<file path="config.mk">
export PLATFORM = sky130hd
export DESIGN_NAME = div_ctrl
export DESIGN_NICKNAME = d
export VERILOG_FILES = /design/src/rtl/div_ctrl.sv
export SDC_FILE = /design/constraint.sdc
export NUM_CORES = 1
export LEC_CHECK = 0
export ABC_AREA = 1
export ABC_CLOCK_PERIOD_IN_PS = 2400
export BUFFER_PORTS_ARGS = -buffer_cell sky130_fd_sc_hd__buf_2
export CELL_PAD_IN_SITES_DETAIL_PLACEMENT = 0
export CELL_PAD_IN_SITES_GLOBAL_PLACEMENT = 2
export CORE_ASPECT_RATIO = 2
export CORE_UTILIZATION = 27
export DETAILED_ROUTE_END_ITERATION = 8
export HOLD_SLACK_MARGIN = 0.1
export PLACE_DENSITY_LB_ADDON = 0.1
export SETUP_SLACK_MARGIN = 0.1
export SLEW_MARGIN = 10
export SYNTH_ARGS = -nofsm -noshare
export SYNTH_HDL_FRONTEND = slang
export SYNTH_SLANG_ARGS = --single-unit
export TNS_END_PERCENT = 100
</file>
<file path="constraint.sdc">
create_clock -name clk -period 2.4 [get_ports clk]
set_input_delay 0.72 -clock clk [delete_from_list [all_inputs] [get_ports clk]]
set_output_delay 0.72 -clock clk [all_outputs]
set_load 0.02 [all_outputs]
</file>
<file path="src/rtl/div_ctrl.sv">
// Sequencing controller for the iterative RV32M divider: request/response handshakes,
// a one-cycle fast path for divide-by-zero and signed overflow, and a run watchdog.
`timescale 1ns/1ps
module div_ctrl #(
  parameter int unsigned DIV_LAT      = 67,
  parameter int unsigned TIMEOUT      = 80,
  parameter bit          FAST_PATH_EN = 1'b1
) (
  input  logic        clk,
  input  logic        rst,
  input  logic        req_valid_i,
  output logic        req_ready_o,
  input  logic [2:0]  req_funct3_i,
  input  logic [31:0] req_a_i,
  input  logic [31:0] req_b_i,
  input  logic [4:0]  req_rd_i,
  input  logic        flush_i,
  output logic        resp_valid_o,
  input  logic        resp_ready_i,
  output logic [31:0] resp_data_o,
  output logic [4:0]  resp_rd_o,
  output logic        div_en_o,
  output logic [2:0]  div_funct3_o,
  output logic [31:0] div_a_o,
  output logic [31:0] div_b_o,
  input  logic        div_finish_i,
  input  logic [31:0] div_result_i,
  input  logic        div_sub_i,
  output logic        alu_div_sel_o,
  output logic        alu_sub_o,
  output logic        busy_o,
  output logic        err_o
);

  typedef enum logic [1:0] {StIdle, StFast, StRun, StDone} state_e;

  // The watchdog must never fire before a healthy divider can finish.
  localparam int unsigned TimeoutLim = (TIMEOUT > DIV_LAT) ? TIMEOUT : DIV_LAT + 1;
  localparam logic [6:0]  CntLast    = 7'(TimeoutLim - 1);

  state_e      state_q, state_d;
  logic [2:0]  funct3_q, funct3_d;
  logic [31:0] a_q, a_d;
  logic [31:0] b_q, b_d;
  logic [4:0]  rd_q, rd_d;
  logic [31:0] result_q, result_d;
  logic [6:0]  cnt_q, cnt_d;
  logic        err_q, err_d;

  logic        b_zero, ovf, is_fast;
  logic [31:0] fast_res;

  // Overflow only exists for the signed ops (funct3[0] == 0).
  assign b_zero  = (req_b_i == '0);
  assign ovf     = ~req_funct3_i[0] & (req_a_i == 32'h8000_0000) & (req_b_i == '1);
  assign is_fast = FAST_PATH_EN & (b_zero | ovf);

  // funct3[1] distinguishes REM/REMU from DIV/DIVU.
  always_comb begin
    if (b_q == '0) begin
      fast_res = funct3_q[1] ? a_q : '1;
    end else begin
      fast_res = funct3_q[1] ? '0 : 32'h8000_0000;
    end
  end

  always_comb begin
    state_d  = state_q;
    funct3_d = funct3_q;
    a_d      = a_q;
    b_d      = b_q;
    rd_d     = rd_q;
    result_d = result_q;
    cnt_d    = cnt_q;
    err_d    = err_q;
    if (flush_i) begin
      state_d = StIdle;
    end else begin
      unique case (state_q)
        StIdle: begin
          if (req_valid_i) begin
            funct3_d = req_funct3_i;
            a_d      = req_a_i;
            b_d      = req_b_i;
            rd_d     = req_rd_i;
            cnt_d    = '0;
            state_d  = is_fast ? StFast : StRun;
          end
        end
        StFast: begin
          result_d = fast_res;
          state_d  = StDone;
        end
        StRun: begin
          cnt_d = (cnt_q == '1) ? cnt_q : cnt_q + 7'd1;
          if (div_finish_i) begin
            result_d = div_result_i;
            state_d  = StDone;
          end else if (cnt_q >= CntLast) begin
            err_d    = 1'b1;
            result_d = '0;
            state_d  = StDone;
          end
        end
        StDone: begin
          if (resp_ready_i) begin
            state_d = StIdle;
          end
        end
        default: state_d = StIdle;
      endcase
    end
  end

  always_ff @(posedge clk) begin
    if (!rst) begin
      state_q  <= StIdle;
      funct3_q <= '0;
      a_q      <= '0;
      b_q      <= '0;
      rd_q     <= '0;
      result_q <= '0;
      cnt_q    <= '0;
      err_q    <= 1'b0;
    end else begin
      state_q  <= state_d;
      funct3_q <= funct3_d;
      a_q      <= a_d;
      b_q      <= b_d;
      rd_q     <= rd_d;
      result_q <= result_d;
      cnt_q    <= cnt_d;
      err_q    <= err_d;
    end
  end

  assign req_ready_o   = (state_q == StIdle) & ~flush_i;
  assign resp_valid_o  = (state_q == StDone);
  assign resp_data_o   = result_q;
  assign resp_rd_o     = rd_q;
  assign div_en_o      = (state_q == StRun);
  assign div_funct3_o  = funct3_q;
  assign div_a_o       = a_q;
  assign div_b_o       = b_q;
  assign alu_div_sel_o = (state_q == StRun);
  assign alu_sub_o     = (state_q == StRun) & div_sub_i;
  assign busy_o        = (state_q != StIdle);
  assign err_o         = err_q;

endmodule

</file>
; Word-level counts from Yosys, hierarchy flattened
; Cells that the tools add are included.
[word_totals]
reg_bits = 114
latchBits = 0
ramBits = 0
romBits = 0
inputBits = 111
out_inout_bits = 111
elab_cells = 56
memories = 0
[op_classes]
n_addsub = 1
multipliers = 0
div = 0
n_lt_le_gt_ge = 1
eq_ne = 10
n_shift = 0
n_mux = 15
bitwise = 9
reduce_logical = 12
[op_table]
columns = operator, count
row1 = $mux W32, 5
row2 = $eq A32 B32 Y1 const B, 2
row3 = $logic_not A32 Y1, 2
row4 = $pmux W32 S2, 1
row5 = $mux W7, 2
row6 = $pmux W7 S2, 1
row7 = $mux W2, 5
row8 = $reduce_and A3 Y1, 3
row9 = $pmux W2 S4, 1
row10 = $reduce_and A4 Y1, 2
row11 = $add A7 B1 Y7 const B, 1
row12 = $eq A7 B7 Y1 const B, 1
row13 = $ge A7 B7 Y1 const B, 1
row14 = $reduce_bool A2 Y1, 3
row15 = $and A1 B1 Y1, 4
row16 = $eq A2 B2 Y1 const B, 2
row17 = $ne A2 B2 Y1 const B, 2
row18 = $not A1 Y1, 4
row19 = $ne A3 B2 Y1 const B, 1
row20 = $eq A2 B1 Y1 const B, 1
row21 = $logic_not A2 Y1, 1
row22 = $ne A2 B1 Y1 const B, 1
row23 = $reduce_or A2 Y1, 1
row24 = $or A1 B1 Y1, 1

; Longest topological paths before layout
[logic_depth]
ltp_word = 7
depth_mapped = 12
mapped_depth_nobuf = 12

; Worst setup path before layout
; OpenSTA, ideal clock, no wires.
[synth_path]
path_kind = flip-flop to output port
from = register state_q[0]
to = output alu_sub_o
t_arrival_ns = 1.395
required_time_ns = 1.680
setup_slack_ns = 0.285
stages_incl_launch_ff = 7
path_buffers = 2
path_cell_list = dfxtp_1 > inv_1 > ha_1 > buf_2 > buf_1 > nand2_1 > inv_1
[synth_between]
elab_chain_cells = 2
[synth_lines]
columns = item, line_no
row1 = start: declaration, 41  ; state_e state_q, state_d;
row2 = start signal: assignment, 117  ; state_q <= StIdle;
row3 = start signal: assignment, 126  ; state_q <= state_d;
row4 = $eq A2 B2 Y1, n/a
row5 = via alu_div_sel_o, 29  ; output logic alu_div_sel_o,
row6 = $and A1 B1 Y1, 146  ; assign alu_sub_o = (state_q == StRun) & div_sub_i;
row7 = end: declaration, 30  ; output logic alu_sub_o,
; The timed path passes the listed nets, and every way through them passes these cells.

; Worst setup path in the final report
[layout_path]
from = register state_q[0]
to = output req_ready_o
[layout_between]
elab_chain_cells = 2
[layout_lines]
columns = item, line_no
row1 = $logic_not A2 Y1, 137  ; assign req_ready_o = (state_q == StIdle) & ~flush_i;
row2 = $and A1 B1 Y1, 137
row3 = end: declaration, 12  ; output logic req_ready_o,
; Every way passes these cells.

==> flow_summary_export.csv <==
group,metric,value,unit
pwr,p_int,3.93,mW
worst_setup_path,cp-end-kind,"output port",
timing,finalCritPeriodShare,0.918,
global_routing,grt_pass1_vias,5993,
final_layout,area_growth_syn_to_layout,36.7,%
floorplan,ios,222,
routing,vias_per_cell,4.62,
logic_synthesis,synth_xor_area_frac,0,
logic_synthesis,avgSynthCellArea,6.75,um^2
clocking,cts_hold_buf,0,
worst_setup_path,crit_slowest_cell,"dfxtp_1",
timing,max_slew_margin,0.693,
routing,first_iter_violations,163,
place,gp_congestion,0.771,
place,portBuffers,221,
pwr,switching_power,1.60,mW
timing,clock_skew,0.00974,ns
logic_synthesis,synth_top_family_by_area,"simple AND/OR/NAND/NOR gates",
worst_setup_path,worst-path-max-fanout,4,
pwr,p_sw_frac,0.290,
logic_synthesis,syn_area,5360,um^2
final_layout,drive_gt1_frac,0.284,
clocking,cts.sinks,114,
timing,finalCriticalPeriod,2.20,ns
timing,max_clock_freq,454,MHz
final_layout,nets,1112,
clocking,root_buffer,"clkbuf_16",
clocking,clock_latency,0.41,ns
routing,drt_drc_violations_left,0,
place,dp_cells,1237,
global_routing,track_usage,0.215,
clocking,cts_buffers,17,
timing,slew_violations,0,
logic_synthesis,synthAdderAreaFrac,0.00934,
final_layout,n_antenna_cell,0,
place,place_hpwl,16100,um
clocking,cts_buffer_depth,2,
floorplan,dieArea,20500,um^2
logic_synthesis,ys_warn_count,0,
logic_synthesis,synth.top_cells.by_area,"dfxtp_1 (43%), nor2_1 (11%), nand2_1 (10%)",
flow_run,maxCapViolations,0,
pwr,leakagePower,3.50,nW
timing,hold_violations,0,
min_path,hold_class,"register to register",
timing,finalSetupViolations,0,
routing,ant_nets,0,
final_layout,finalNonFillerCells,1268,
logic_synthesis,muxShareOfSynthArea,0,
timing,rsz0062_at_grt,"true",
worst_setup_path,cp_cell_sequence,"inv_1 -> ha_1 -> inv_2 -> nor2_4 -> buf_2",
routing,drt_wl_total,21400,um
routing,firstDrtPassIters,4,
routing,routedWlPerCell,16.9,um
pwr,p_comb_frac,0.178,
pwr,clkPwrFrac,0.445,
logic_synthesis,yosysTopAreaCellShare,0.426,
status,outcome,"complete, no violations",
logic_synthesis,syn_nets,909,
logic_synthesis,synth_compound_area_frac,0.214,
floorplan,core_area,19400,um^2
pwr,total_power,5.53,mW
worst_setup_path,start_kind,"register",
logic_synthesis,synthSimpleGateAreaFrac,0.263,
floorplan,start_util,0.277,
worst_setup_path,crit_type,"register to output port",
pwr,p_per_area,755,nW/um^2
worst_setup_path,cp.required,1.68,ns
logic_synthesis,synthCells,794,
floorplan,die_h,201,um
floorplan,die_x,102,um
final_layout,fin_util,0.378,
timing,tns,0,ns
logic_synthesis,ys_seq_area_frac,0.426,
global_routing,antenna_found_initial,0,
floorplan,row_count,72,
clocking,cts_max_level,4,
worst_setup_path,cp.arrival,1.48,ns
clocking,clk_pin_slew,0.05,ns
routing,via_count,5855,
global_routing,grt_pass1_wl,32400,um
clocking,cts_tree,"done",
pwr,ir_drop,368,uV
global_routing,grt_max_degree,50,
logic_synthesis,yosys.area.top_type,"dfxtp_1",
logic_synthesis,synthDistinctLibCells,32,
timing,worst_slew_pin_slew,0.460,ns
logic_synthesis,synth-seq-cells,114,
pwr,seq_power_share,0.378,
global_routing,grt-ovfl-total,0,
worst_setup_path,critPathMaxStageDelay,0.32,ns
-- path summary, 6_finish.rpt --
path / slack (ns) / cells past startpoint / end / start
worst min register to register: 0.47 / 2 / div_a_o[9] / div_a_o[9]
worst min-delay path: 0.47 / 2 / div_a_o[9] / div_a_o[9]
worst max-delay path: 0.20 / 5 / req_ready_o / state_q[0]
worst max register to register: 0.48 / 10 / state_q[0] / cnt_q[0]
-- worst max-delay path: cells and delay by family (launching register included) --
family / cells / cell delay (ns)
AND/OR/NAND/NOR: 1 / 0.11
adder cells (fa/ha/maj): 1 / 0.26
flip-flops: 1 / 0.32
buffers and inverters: 3 / 0.38
-- cells in the mapped netlist (all sizes together) --
| cell type | number |
|---|---|
| or2 | 4 |
| nor3 | 7 |
| nand3b | 1 |
| inv | 56 |
| a31oi | 31 |
| nand4 | 8 |
| o21a | 1 |
| nand3 | 11 |
| clkbuf | 24 |
| o21ai | 104 |
| ha | 4 |
| nand2 | 153 |
| nor2 | 163 |
| o41ai | 1 |
| dfxtp | 114 |
| a21boi | 1 |
| a21oi | 80 |
| buf | 31 |
-- layout by cell type (no fill, tap or decap), types with 2 or more instances in the layout --
cell,synthesis,routed
a21oi_1,79,79
a31oi_1,31,31
buf_12,0,6
buf_2,18,220
buf_4,3,13
bufinv_16,0,2
clkbuf_1,24,2
clkbuf_16,0,17
clkbuf_8,0,2
clkinv_2,0,4
clkinvlp_4,0,4
dfxtp_1,114,114
ha_1,4,3
inv_1,51,51
inv_2,5,5
nand2_1,148,148
nand2_2,5,4
nand3_1,10,10
nand4_1,7,7
nor2_1,161,161
nor3_1,5,5
o21ai_1,102,102
or2_1,4,4
-- what timing repair did --
| action | CTS | global route |
|---|---|---|
| buffers inserted | 0 | 0 |
| gates resized for setup | 0 | 1 |
| setup endpoints to repair | 0 | 2 |
-- power by group through the flow --
stage,logic (mW),clock network [mW],registers [mW]
2_1_floorplan,0.437,0,2.27
3_3_place_gp,1.00,0,2.13
3_5_place_dp,0.999,0,2.13
4_1_cts,1.00,2.54,2.09
5_1_grt,1.09,2.61,2.10
6_report,0.983,2.46,2.09
-- per-layer routing --
layer	track usage	vias to the layer above	wire length [um]	share of wire
li1	-	3009	-	-
met1	0.206	2673	7600	0.35
met2	0.431	157	12500	0.58
met3	0.0455	16	945	0.044
met4	0.0709	0	376	0.018
met5	0	-	0	0
-- sequential cells by signal, summed over array words and instances (netlist names) --
signal	cells
div_b_o	32
state_q	2
resp_rd_o	5
resp_data_o	32
div_funct3_o	3
err_o	1
cnt_q	7
div_a_o	32
-- final cells by class --
cell class / count / area (um^2)
clock buffer: 21 / 460
clock inverter: 10 / 110
fill: 2205 / 12000
inverter: 56 / 210
multi-input combinational: 569 / 2620
sequential: 114 / 2280
tap: 259 / 324
timing repair buffer: 239 / 1320
-- cell families (layout without fill, tap and decap cells) --
logic type,after synthesis,in the layout
buf+inv,111,326
simple gates,347,347
flops,114,114
fa+ha+maj,4,4
compound gates,218,218
-- metrics by stage --
stage / hold slack (ns) / area [um^2] / worst slack [ns]
after floorplan: 0.462 / 5360 / 0.285
after global placement: 0.454 / 6750 / 0.416
after detailed placement: 0.459 / 6750 / 0.443
after CTS: 0.468 / 7320 / 0.116
after global routing: 0.489 / 7330 / 0.0807
final: 0.466 / 7330 / 0.197
Power figures use the tool's default switching activity.
